$ cat src/rtl/vga_vblank_arbiter.sv
// Round-robin arbiter granting a shared frame-update resource only during vertical blanking.
// One grant at a time, each requester served at most once per frame, grant held within a budget.
module vga_vblank_arbiter #(
    parameter int unsigned N_REQ            = 4,
    parameter int unsigned MAX_GRANT_CYCLES = 1024
) (
    input  logic             clk,
    input  logic             rst,
    input  logic             vblnk,
    input  logic [N_REQ-1:0] req,
    input  logic [N_REQ-1:0] done,
    output logic [N_REQ-1:0] gnt,
    output logic             busy,
    output logic             frame_tick,
    output logic             timeout
);

    localparam int unsigned IdxW   = (N_REQ > 1) ? $clog2(N_REQ) : 1;
    localparam int unsigned TimerW = $clog2(MAX_GRANT_CYCLES);

    typedef enum logic [1:0] {StIdle, StArb, StGrant} state_e;

    state_e             state_q, state_d;
    logic               vblnk_q;
    logic [N_REQ-1:0]   served_q, served_d;
    logic [IdxW-1:0]    ptr_q, ptr_d;
    logic [IdxW-1:0]    idx_q, idx_d;
    logic [TimerW-1:0]  timer_q, timer_d;
    logic [N_REQ-1:0]   gnt_q, gnt_d;
    logic               busy_q;
    logic               frame_tick_q, frame_tick_d;
    logic               timeout_q, timeout_d;

    logic [N_REQ-1:0]   eligible;
    logic               pick_found;
    logic [IdxW-1:0]    pick_idx;
    logic [IdxW-1:0]    cand;
    logic [IdxW-1:0]    ptr_after;
    logic               finished;

    // First eligible requester at or after ptr, wrapping around.
    always_comb begin
        eligible   = req & ~served_q;
        pick_found = 1'b0;
        pick_idx   = '0;
        cand       = '0;
        for (int unsigned i = 0; i < N_REQ; i++) begin
            cand = IdxW'((32'(ptr_q) + i) % N_REQ);
            if (!pick_found && eligible[cand]) begin
                pick_found = 1'b1;
                pick_idx   = cand;
            end
        end
    end

    assign ptr_after = (idx_q == IdxW'(N_REQ - 1)) ? '0 : idx_q + 1'b1;
    assign finished  = done[idx_q] | ~req[idx_q];

    always_comb begin
        state_d      = state_q;
        served_d     = served_q;
        ptr_d        = ptr_q;
        idx_d        = idx_q;
        timer_d      = timer_q;
        gnt_d        = gnt_q;
        frame_tick_d = 1'b0;
        timeout_d    = 1'b0;
        unique case (state_q)
            StIdle: begin
                if (vblnk && !vblnk_q) begin
                    frame_tick_d = 1'b1;
                    served_d     = '0;
                    state_d      = StArb;
                end
            end
            StArb: begin
                if (!vblnk) begin
                    state_d = StIdle;
                end else if (pick_found) begin
                    idx_d   = pick_idx;
                    gnt_d   = N_REQ'(1) << pick_idx;
                    timer_d = '0;
                    state_d = StGrant;
                end
            end
            StGrant: begin
                if (finished || !vblnk || timer_q == TimerW'(MAX_GRANT_CYCLES - 1)) begin
                    gnt_d           = '0;
                    served_d[idx_q] = 1'b1;
                    ptr_d           = ptr_after;
                    state_d         = StArb;
                    // A voluntary release wins over window close and budget expiry.
                    if (!finished) begin
                        timeout_d = 1'b1;
                        if (!vblnk) begin
                            state_d = StIdle;
                        end
                    end
                end else begin
                    timer_d = timer_q + 1'b1;
                end
            end
            default: state_d = StIdle;
        endcase
    end

    always_ff @(posedge clk or posedge rst) begin
        if (rst) begin
            state_q      <= StIdle;
            vblnk_q      <= 1'b0;
            served_q     <= '0;
            ptr_q        <= '0;
            idx_q        <= '0;
            timer_q      <= '0;
            gnt_q        <= '0;
            busy_q       <= 1'b0;
            frame_tick_q <= 1'b0;
            timeout_q    <= 1'b0;
        end else begin
            state_q      <= state_d;
            vblnk_q      <= vblnk;
            served_q     <= served_d;
            ptr_q        <= ptr_d;
            idx_q        <= idx_d;
            timer_q      <= timer_d;
            gnt_q        <= gnt_d;
            busy_q       <= |gnt_d;
            frame_tick_q <= frame_tick_d;
            timeout_q    <= timeout_d;
        end
    end

    assign gnt        = gnt_q;
    assign busy       = busy_q;
    assign frame_tick = frame_tick_q;
    assign timeout    = timeout_q;

endmodule

$ cat config.mk
export PLATFORM = sky130hd
export DESIGN_NAME = vga_vblank_arbiter
export DESIGN_NICKNAME = d
export VERILOG_FILES = /design/src/rtl/vga_vblank_arbiter.sv
export SDC_FILE = /design/constraint.sdc
export NUM_CORES = 1
export LEC_CHECK = 0
export ABC_AREA = 1
export BUFFER_PORTS_ARGS = -buffer_cell sky130_fd_sc_hd__buf_4
export CORE_AREA = 4 4 64 66
export DETAILED_ROUTE_END_ITERATION = 8
export DIE_AREA = 0 0 68 70
export PLACE_DENSITY = 0.79
export SYNTH_ARGS = -nofsm -noshare
export SYNTH_HDL_FRONTEND = slang
export SYNTH_SLANG_ARGS = --single-unit
$ cat constraint.sdc
create_clock -name clk -period 2.5 [get_ports clk]
set_input_delay 0.375 -clock clk [delete_from_list [all_inputs] [get_ports clk]]
set_output_delay 0.375 -clock clk [all_outputs]
set_load 0.05 [all_outputs]
* Word-level counts from Yosys, hierarchy flattened
Index checks and enable logic that the tools add are counted.
Widths: inputs -> output; s select.
** Cells by class
- Muxes and demuxes :: 46
- Shift operators :: 1
- Add/subtract/negate cells :: 5
- Order comparisons :: 6
- Bitwise logic cells :: 5
- Eq/ne operators :: 10
- Reductions and logical operators :: 21
** Operators with widths (number)
- $mux 10 :: 3
- $mux 4 :: 5
- $pmux 10 s2 :: 1
- $mux 1 :: 18
- $mux 2 :: 9
- $pmux 4 s2 :: 2
- $lt 2x3->1 const B :: 5
- $bmux 1 s2 :: 6
- $add 10x1->10 const B :: 1
- $eq 10x10->1 const B :: 1
- $ne 2x2->1 const B :: 5
- $reduce_and 3->1 :: 3
- $pmux 2 s3 :: 1
- $logic_and 1x1->1 :: 5
- $logic_not 1->1 :: 5
- $add 2x1->2 const B :: 2
- $add 2x2->2 const B :: 2
- $and 4x4->4 :: 1
- $eq 2x2->1 const B :: 2
- $not 4->4 :: 1
- $or 4x4->4 :: 1
- $reduce_and 4->1 :: 1
- $reduce_bool 2->1 :: 2
- $reduce_or 4->1 :: 1
- other kinds (10) :: 11
** Word-level totals
- Register bits :: 28
- Output and inout bits :: 7
- Bits of input ports :: 11
- Logic and storage cells :: 104

* Longest topological paths before layout
Gate-level depths: netlist of run 1.
- Word-level depth :: 19
- Depth in mapped cells :: 13
- Depth with buffers taken out :: 13

* Least setup slack after synthesis of run 1
OpenSTA, ideal clock, no wires.
- Path type :: register to register
- Start :: register timer_q[0]
- End :: register busy_q, in the netlist busy
- Clock period less this slack :: 1.599 ns
- Cell stages (with the launch flop) :: 13
- Setup slack :: 0.901 ns
- Arrival :: 1.481 ns
- Setup time :: 0.119 ns
- Data required time :: 2.381 ns
- Buffers on the path :: 0
- Cells stage by stage :: dfrtp_1 ha_1 nand2_1 nor2_1 nand2_1 o21ai_1 nor2_2 nand2_1 nand4_1 nand2_1 nand2_2 nor2_1 nand2_1
** On the way
- Cells in the longest elaborated chain, start to end :: 5
** RTL lines
- start, declared :: line 28 : logic [TimerW-1:0] timer_q, timer_d;
- start signal, assigned :: line 125 : timer_q <= timer_d;
- $eq 10x10->1 :: line 87 : if (finished || !vblnk || timer_q == TimerW'(MAX_GRANT_CYCLES - 1)) begin
- $logic_or 1x1->1 :: line 87
- $mux 4 :: line 87
- $pmux 4 s2 :: line 68 : unique case (state_q)
- via gnt_d[3] :: line 29 : logic [N_REQ-1:0] gnt_q, gnt_d;
- $reduce_or 4->1 :: line 127 : busy_q <= |gnt_d;
- end signal, assigned :: line 127
- end, declared :: line 30 : logic busy_q;
The timed path passes the listed nets, and every way through them passes these cells.
A chain may end at the register's enable or synchronous reset.

* Worst setup path after layout of run 1
- Start :: register ptr_q[0]
- End :: register timer_q[9]
** On the way
- Cells in the longest elaborated chain, start to end :: 14
- Elaborated cells between the ends (all ways) :: 23
- Those cells by class :: add/sub (3); eq/ne (1); mux (12); reduce/logical (7)
** RTL lines
- start, declared :: line 26 : logic [IdxW-1:0] ptr_q, ptr_d;
- start signal, assigned :: line 123 : ptr_q <= ptr_d;
- branches (longest 11 deep; another with $add 2x1->2)
- $mux 1 * :: line 49 : if (!pick_found && eligible[cand]) begin
- $ne 2x2->1 (no source line) *
- $reduce_and 4->1 (no source line) *
Mark *: on every way between the ends. The select of a mux whose other input is x is not followed.

==> impl_metrics.csv, run 1 <==
group,metric,value,unit
status,status,"finished, final reports clean",
yosys,synth-main-ff-cell,"dfrtp_1",
floorplanning,num_rows,22,
clocking,clock-sinks,28,
sta,maxSlewViolCount,0,
grt,grt_max_degree,29,
grt,antenna_found_initial,0,
sta,tns,0,ns
yosys,synth_compound_area_share,7.54,%
routing,via_count,1625,
yosys,yosysUniqueCellTypes,29,
clocking,cts_made_buffers,3,
grt,grt_pass1_wl,6640,um
yosys,synth_top_cell_by_area,"dfrtp_1",
clocking,h-tree-depth,1,
yosys,synth_top_family_by_area,"simple AND/OR/NAND/NOR gates",
grt,grt_pass1_vias,1545,
pwr,clkPwrFrac,9.0,%
yosys,async_flop_share,100,%
clocking,clk_pin_slew,0.14,ns
pwr,combPwrFrac,62.4,%
yosys,yosysWarnings,0,
floorplanning,die_area,0.00476,mm^2
finish,fillers,345,
floorplanning,core,0.00358,mm^2
finish,area_delta_synth_final,11.1,%
yosys,synth-xor-area-share,3.21,%
sta,hold_viol,0,
sta,grt_setup_unrepaired,"false",
routing,drt_pass1_iterations,4,
setup_path,arrival,2.18,ns
min_path,hp-class,"in -> async",
clocking,holdBufCountCts,0,
pwr,seq_power_share,28.6,%
setup_path,cp.required,2.73,ns
setup_path,path_class,"reg -> reg",
clocking,clock_latency,0.32,ns
sta,finalCriticalPeriod,1.95,ns
sta,setup_violations,0,
yosys,synth-edff-count,0,
floorplanning,initial_core_util,53.3,%
floorplanning,die_w,68,um
yosys,syn_avg_cell_area,7.79,um^2
placement,dp_hpwl,2920,um
clocking,clock-root-buffer,"clkbuf_4",
yosys,synthMuxAreaShare,0,%
placement,dp_cells,309,
clocking,postCtsSetupBuffers,0,
grt,grt_overflow,0,
routing,viasPerCell,5.19,
yosys,synthDominantCellAreaShare,36.7,%
pwr,power_density,1130,mW/mm^2
clocking,post_cts_resized,0,
setup_path,crit_fanout,15,
pwr,leakagePower,1.06,nW
yosys,syn_area,0.00191,mm^2
yosys,yosysMostFrequentCell,"nand2_1",
clocking,cts_tree,"done",
finish,fin_nets,286,
pwr,switchingPower,1.27,mW
yosys,yosysSeqAreaShare,36.7,%
run,cap_violations,0,
sta,clock.fmax,512,MHz
routing,drt_wl_total,3690,um
setup_path,path_cells,"inv_2 -> nand3_1 -> nand3_1 -> nand2_1 -> inv_2 -> nor2_4 -> nand3_4 -> nand3_4 -> nor2_8 -> inv_2 -> nand2_1 -> nand2_1",
clocking,clockBufferDepth,2,
placement,portBuffers,17,
routing,drc_errors,0,
setup_path,max_stage_delay,0.54,ns
setup_path,end_kind,"register",
routing,drt_iter0_drc,114,
sta,worst_pin_slew,0.393,ns
pwr,power.total,2.39,mW
setup_path,cp_slowest_cell,"dfrtp_1",
yosys,netlist_instances,245,
yosys,synth_area_leaders,"dfrtp_1, nand2_1, nand3_1, ha_1, nand3_2",
sta,skew,0.00680,ns
floorplanning,io_pins,18,
yosys,ys_seq_elements,28,
pwr,sw_frac_of_total,53.0,%
pwr,internal_power,1.12,mW
finish,finalNonFillerCells,313,
routing,ant_nets,0,
finish,antenna_cells,0,
yosys,synth_common_cells,"nand2_1, dfrtp_1, nand3_1",
grt,grt_usage,17.3,%
yosys,syn_nets,265,
routing,avgRoutedWirePerCell,11.8,um
setup_path,startpoint_type,"register",
finish,drive_gt1_share,20.8,%
sta,maxSlewHeadroom,73.6,%
floorplanning,fp.dieH,70,um
pwr,peakVddDrop,0.000574,V
yosys,synthSimpleGateAreaFrac,40.3,%
yosys,synthAdderAreaFrac,5.90,%
sta,fin_crit_sh,78.1,%
placement,place_congestion,0.908,
==> layout make-up <==
class                   instances  area (um^2)  share of cell area (%)
inverters                      25         93.8                    4.43
clock buffers                   4         36.3                    1.71
repair buffers                 19          143                    6.73
flip-flops and latches         28          701                    33.1
well taps                      48         60.1                    2.83
multi-input cells             189         1090                    51.2
==> registers in the layout, summed over array words and instances, names as in the netlist <==
register    cells
timeout         1
timer_q        10
gnt             4
busy            1
vblnk_q         1
idx_q           2
frame_tick      1
served_q        4
state_q         2
ptr_q           2
==> power by group through the flow <==
stage	combinational (mW)	clock, mW	sequential, mW
5_1_grt	1.69	0.249	0.705
4_1_cts	1.49	0.233	0.686
3_3_place_gp	1.47	0	0.693
2_1_floorplan	1.14	0	0.777
3_5_place_dp	1.48	0	0.695
6_report	1.49	0.215	0.685
==> placed cells by master (no fill, tap or decap), drive strengths merged, types with 2 or more instances in the layout <==
master / n
a21oi: 6
o211ai: 2
o31ai: 3
nand4: 6
ha: 9
dfrtp: 28
nand2: 77
nor3: 4
clkbuf: 4
nand3: 35
inv: 25
nor2: 26
buf: 19
xor2: 6
o21ai: 11
==> cells by family after synthesis <==
family / after synthesis
xor+xnor: 7
flops: 28
compound gates: 23
simple gates: 150
fa+ha+maj: 9
buf+inv: 28
==> worst max-delay path, delay by kind of cell, from the launching register on <==
kind | cells | cell delay, ns
buffers and inverters | 3 | 0.39
flip-flops | 1 | 0.54
AND/OR/NAND/NOR | 9 | 0.93
==> routing by layer <==
metal	routed length (um)	vias up	track usage, %	part of all wire [%]
li1	-	843	-	-
met1	1840	756	25.5	50
met2	1700	22	26.8	46
met3	125	4	2.09	3.4
met4	31	0	3.97	0.84
met5	0	-	0	0
==> stage by stage <==
step                      worst slack, ns  instance area [um^2]  utilization, %  hold WS (ns)
final                               0.548                  2120            59.2        0.0970
after global routing                0.345                  2120            59.2         0.101
after CTS                           0.550                  2120            59.2        0.0910
after detailed placement            0.583                  2080            58.2         0.460
after global placement              0.622                  2080            58.2         0.457
after floorplan                     0.901                  1910               -         0.406
==> final timing paths <==
path	depth (start not counted)	start	slack, ns	end
min reg2reg	1	vblnk_q	0.49	frame_tick
min	3	rst	0.1	timer_q[4]
max reg2reg	12	ptr_q[0]	0.55	timer_q[9]
max	12	ptr_q[0]	0.55	timer_q[9]
max in group asynchronous	3	rst	2.14	frame_tick
min in group clk	1	vblnk	0.19	vblnk_q
No activity file was read; power rests on OpenSTA's default activity.
==> run 2: changes to the inputs <==
CORE_AREA = 4 4 66 68   (was 4 4 64 66)
DIE_AREA = 0 0 70 72   (was 0 0 68 70)
PLACE_DENSITY = 0.77   (was 0.79)
clock period = 1.7 ns   (was 2.5 ns; I/O delays follow)
==> run 2 against run 1 <==
The flow now finishes with violations (negative setup slack). Total power up 110%. Highest routed layer unchanged. Global-route usage up 3.0 points. Critical path type unchanged. Sequential share of layout area down 7.1 points. Worst setup slack worse by 0.72 ns.
==> impl_metrics.csv, run 2 (same netlist as run 1, synthesis figures left out) <==
group,metric,value,unit
status,status,"finished, violations left",
status,violations,"negative setup slack",
sta,grt_setup_unrepaired,"true",
sta,timing.final.ws_setup,-0.174,ns
finish,multi_input_area,0.00125,mm^2
clocking,clock-root-buffer,"clkbuf_8",
finish,top_register,"timer_q",
clocking,clockBufferDepth,2,
floorplanning,initial_core_util,49.5,%
pwr,power.total,4.96,mW
setup_path,end_kind,"register",
setup_path,startpoint_type,"register",
clocking,cts_tree,"done",
setup_path,reg2reg_slack,-0.17,ns
placement,place_congestion,0.869,
placement,dp_hpwl,3430,um
clocking,cts_made_buffers,3,
setup_path,crit-reg2reg-launch,"timer_q[0]",
clocking,holdBufCountCts,0,
grt,grt_pass1_vias,1820,
finish,largest_reg_flops,10,
clocking,clock_latency,0.29,ns
setup_path,path_class,"reg -> reg",
clocking,h-tree-depth,1,
setup_path,cp.required,1.88,ns
finish,area_delta_synth_final,41.8,%
sta,maxSlewHeadroom,70.0,%
floorplanning,io_pins,18,
sta,maxSlewViolCount,0,
floorplanning,die_w,70,um
routing,drt_iter0_drc,111,
grt,grt_pass1_wl,8270,um
routing,avgRoutedWirePerCell,14.7,um
setup_path,crit_fanout,4,
placement,portBuffers,17,
finish,seqCellArea,703,um^2
min_path,hp-class,"in -> async",
sta,fin_crit_sh,110,%
setup_path,path_cells,"ha_2 -> nand2_2 -> nor2_1 -> nand2_1 -> o21ai_2 -> nor2_2 -> nand2_2 -> nand4_1 -> nand2_1 -> nand2_2 -> nor2_1 -> nand2_1",
clocking,clock-sinks,28,
floorplanning,die_area,0.00504,mm^2
routing,viasPerCell,5.25,
sta,worst_pin_slew,0.446,ns
setup_path,cp.buffers_inverters,0,
run,cap_violations,0,
finish,fin_util,70.1,%
setup_path,r2r_end,"busy",
finish,final_common_cell,"nand2_1",
setup_path,arrival,2.05,ns
grt,antenna_found_initial,0,
finish,fillers,304,
setup_path,max_stage_delay,0.38,ns
finish,antenna_cells,0,
routing,drt_wl_total,5300,um
clocking,clk_pin_slew,0.10,ns
sta,hold_viol,0,
floorplanning,num_rows,23,
grt,grt_max_degree,29,
grt,grt_overflow,0,
routing,drt_pass1_iterations,4,
pwr,peakVddDrop,0.000870,V
finish,fin_nets,331,
setup_path,cp_slowest_cell,"dfrtp_1",
sta,finalCriticalPeriod,1.87,ns
sta,whs,0.0262,ns
finish,drive_gt1_share,42.3,%
setup_path,critical_path.top_delay_family,"simple AND/OR/NAND/NOR gates",
grt,grt_usage,20.2,%
pwr,leakagePower,1.33,nW
sta,clock.fmax,534,MHz
routing,ant_nets,0,
sta,skew,0.00365,ns
routing,drc_errors,0,
floorplanning,fp.dieH,72,um
finish,layout_common_cells,"nand2_1, buf_4, dfrtp_1, inv_1, nor2_1",
floorplanning,core,0.00386,mm^2
routing,via_count,1889,
pwr,power_density,1830,mW/mm^2
setup_path,ff2ff_path_depth,12,
sta,setup_violations,16,
sta,tns,-1.67,ns
## run 2: changes by cell type in the layout (fill, tap and decap cells not counted), sizes merged
cell    change
clkbuf      -1
bufinv      +1
clkinv      +1
nor2        +1
inv         -1
buf        +44
## run 2: repair_timing
action	4_1_cts	5_1_grt
setup buffers	9	10
cloned	0	1
endpoints found under the setup margin	14	26
gates resized for setup	18	39
pin swaps	11	21
hold endpoints to repair	0	0
## run 2: power by group
group / leakage [nW] / internal [mW] / switching (mW)
clock: 0.0357 / 0.316 / 0.223
sequential: 0.370 / 0.845 / 0.154
combinational: 0.927 / 1.37 / 2.05
## run 2: layer usage
| metal | part of all wire [%] | global-route usage, % | up-vias |
|---|---|---|---|
| li1 | - | - | 933 |
| met4 | 2.8 | 8.09 | 0 |
| met3 | 3.5 | 2.63 | 14 |
| met1 | 40 | 23.0 | 894 |
| met5 | 0 | 0 | - |
| met2 | 54 | 38.4 | 48 |
## run 2: worst max path at each step
| stage | start | to | slack (ns) | depth (start not counted) |
|---|---|---|---|---|
| 2_1_floorplan | timer_q[0] | busy | 0.10 | 12 |
| 3_3_place_gp | timer_q[0] | busy | -0.06 | 12 |
| 3_5_place_dp | timer_q[0] | busy | -0.10 | 12 |
| 4_1_cts | ptr_q[0] | busy | -0.08 | 13 |
| 5_1_grt | timer_q[0] | busy | -0.31 | 12 |
| 6_report | timer_q[0] | busy | -0.17 | 12 |
## run 2: final cells by class
class,count,share of cell area (%)
Sequential cell,28,26.0
Inverter,25,3.93
Tap cell,50,2.31
Multi-Input combinational cell,190,46.1
Clock buffer,3,1.53
Clock inverter,1,1.11
Timing Repair Buffer,63,19.0
## run 2: worst register-to-register path: stages (launching register included)
cell     delay [ns]
dfrtp_1        0.38
ha_2           0.20
nand2_2        0.07
nor2_1         0.09
nand2_1        0.10
o21ai_2        0.16
nor2_2         0.07
nand2_2        0.08
nand4_1        0.22
nand2_1        0.14
nand2_2        0.07
nor2_1         0.12
nand2_1        0.07
## run 2: per-stage QoR
step / instance area (um^2) / worst slack (ns) / cells
2_1_floorplan: 1910 / 0.101 / 245
3_3_place_gp: 2270 / -0.0610 / 336
3_5_place_dp: 2270 / -0.101 / 336
4_1_cts: 2470 / -0.0788 / 349
5_1_grt: 2710 / -0.313 / 360
6_report: 2710 / -0.174 / 360
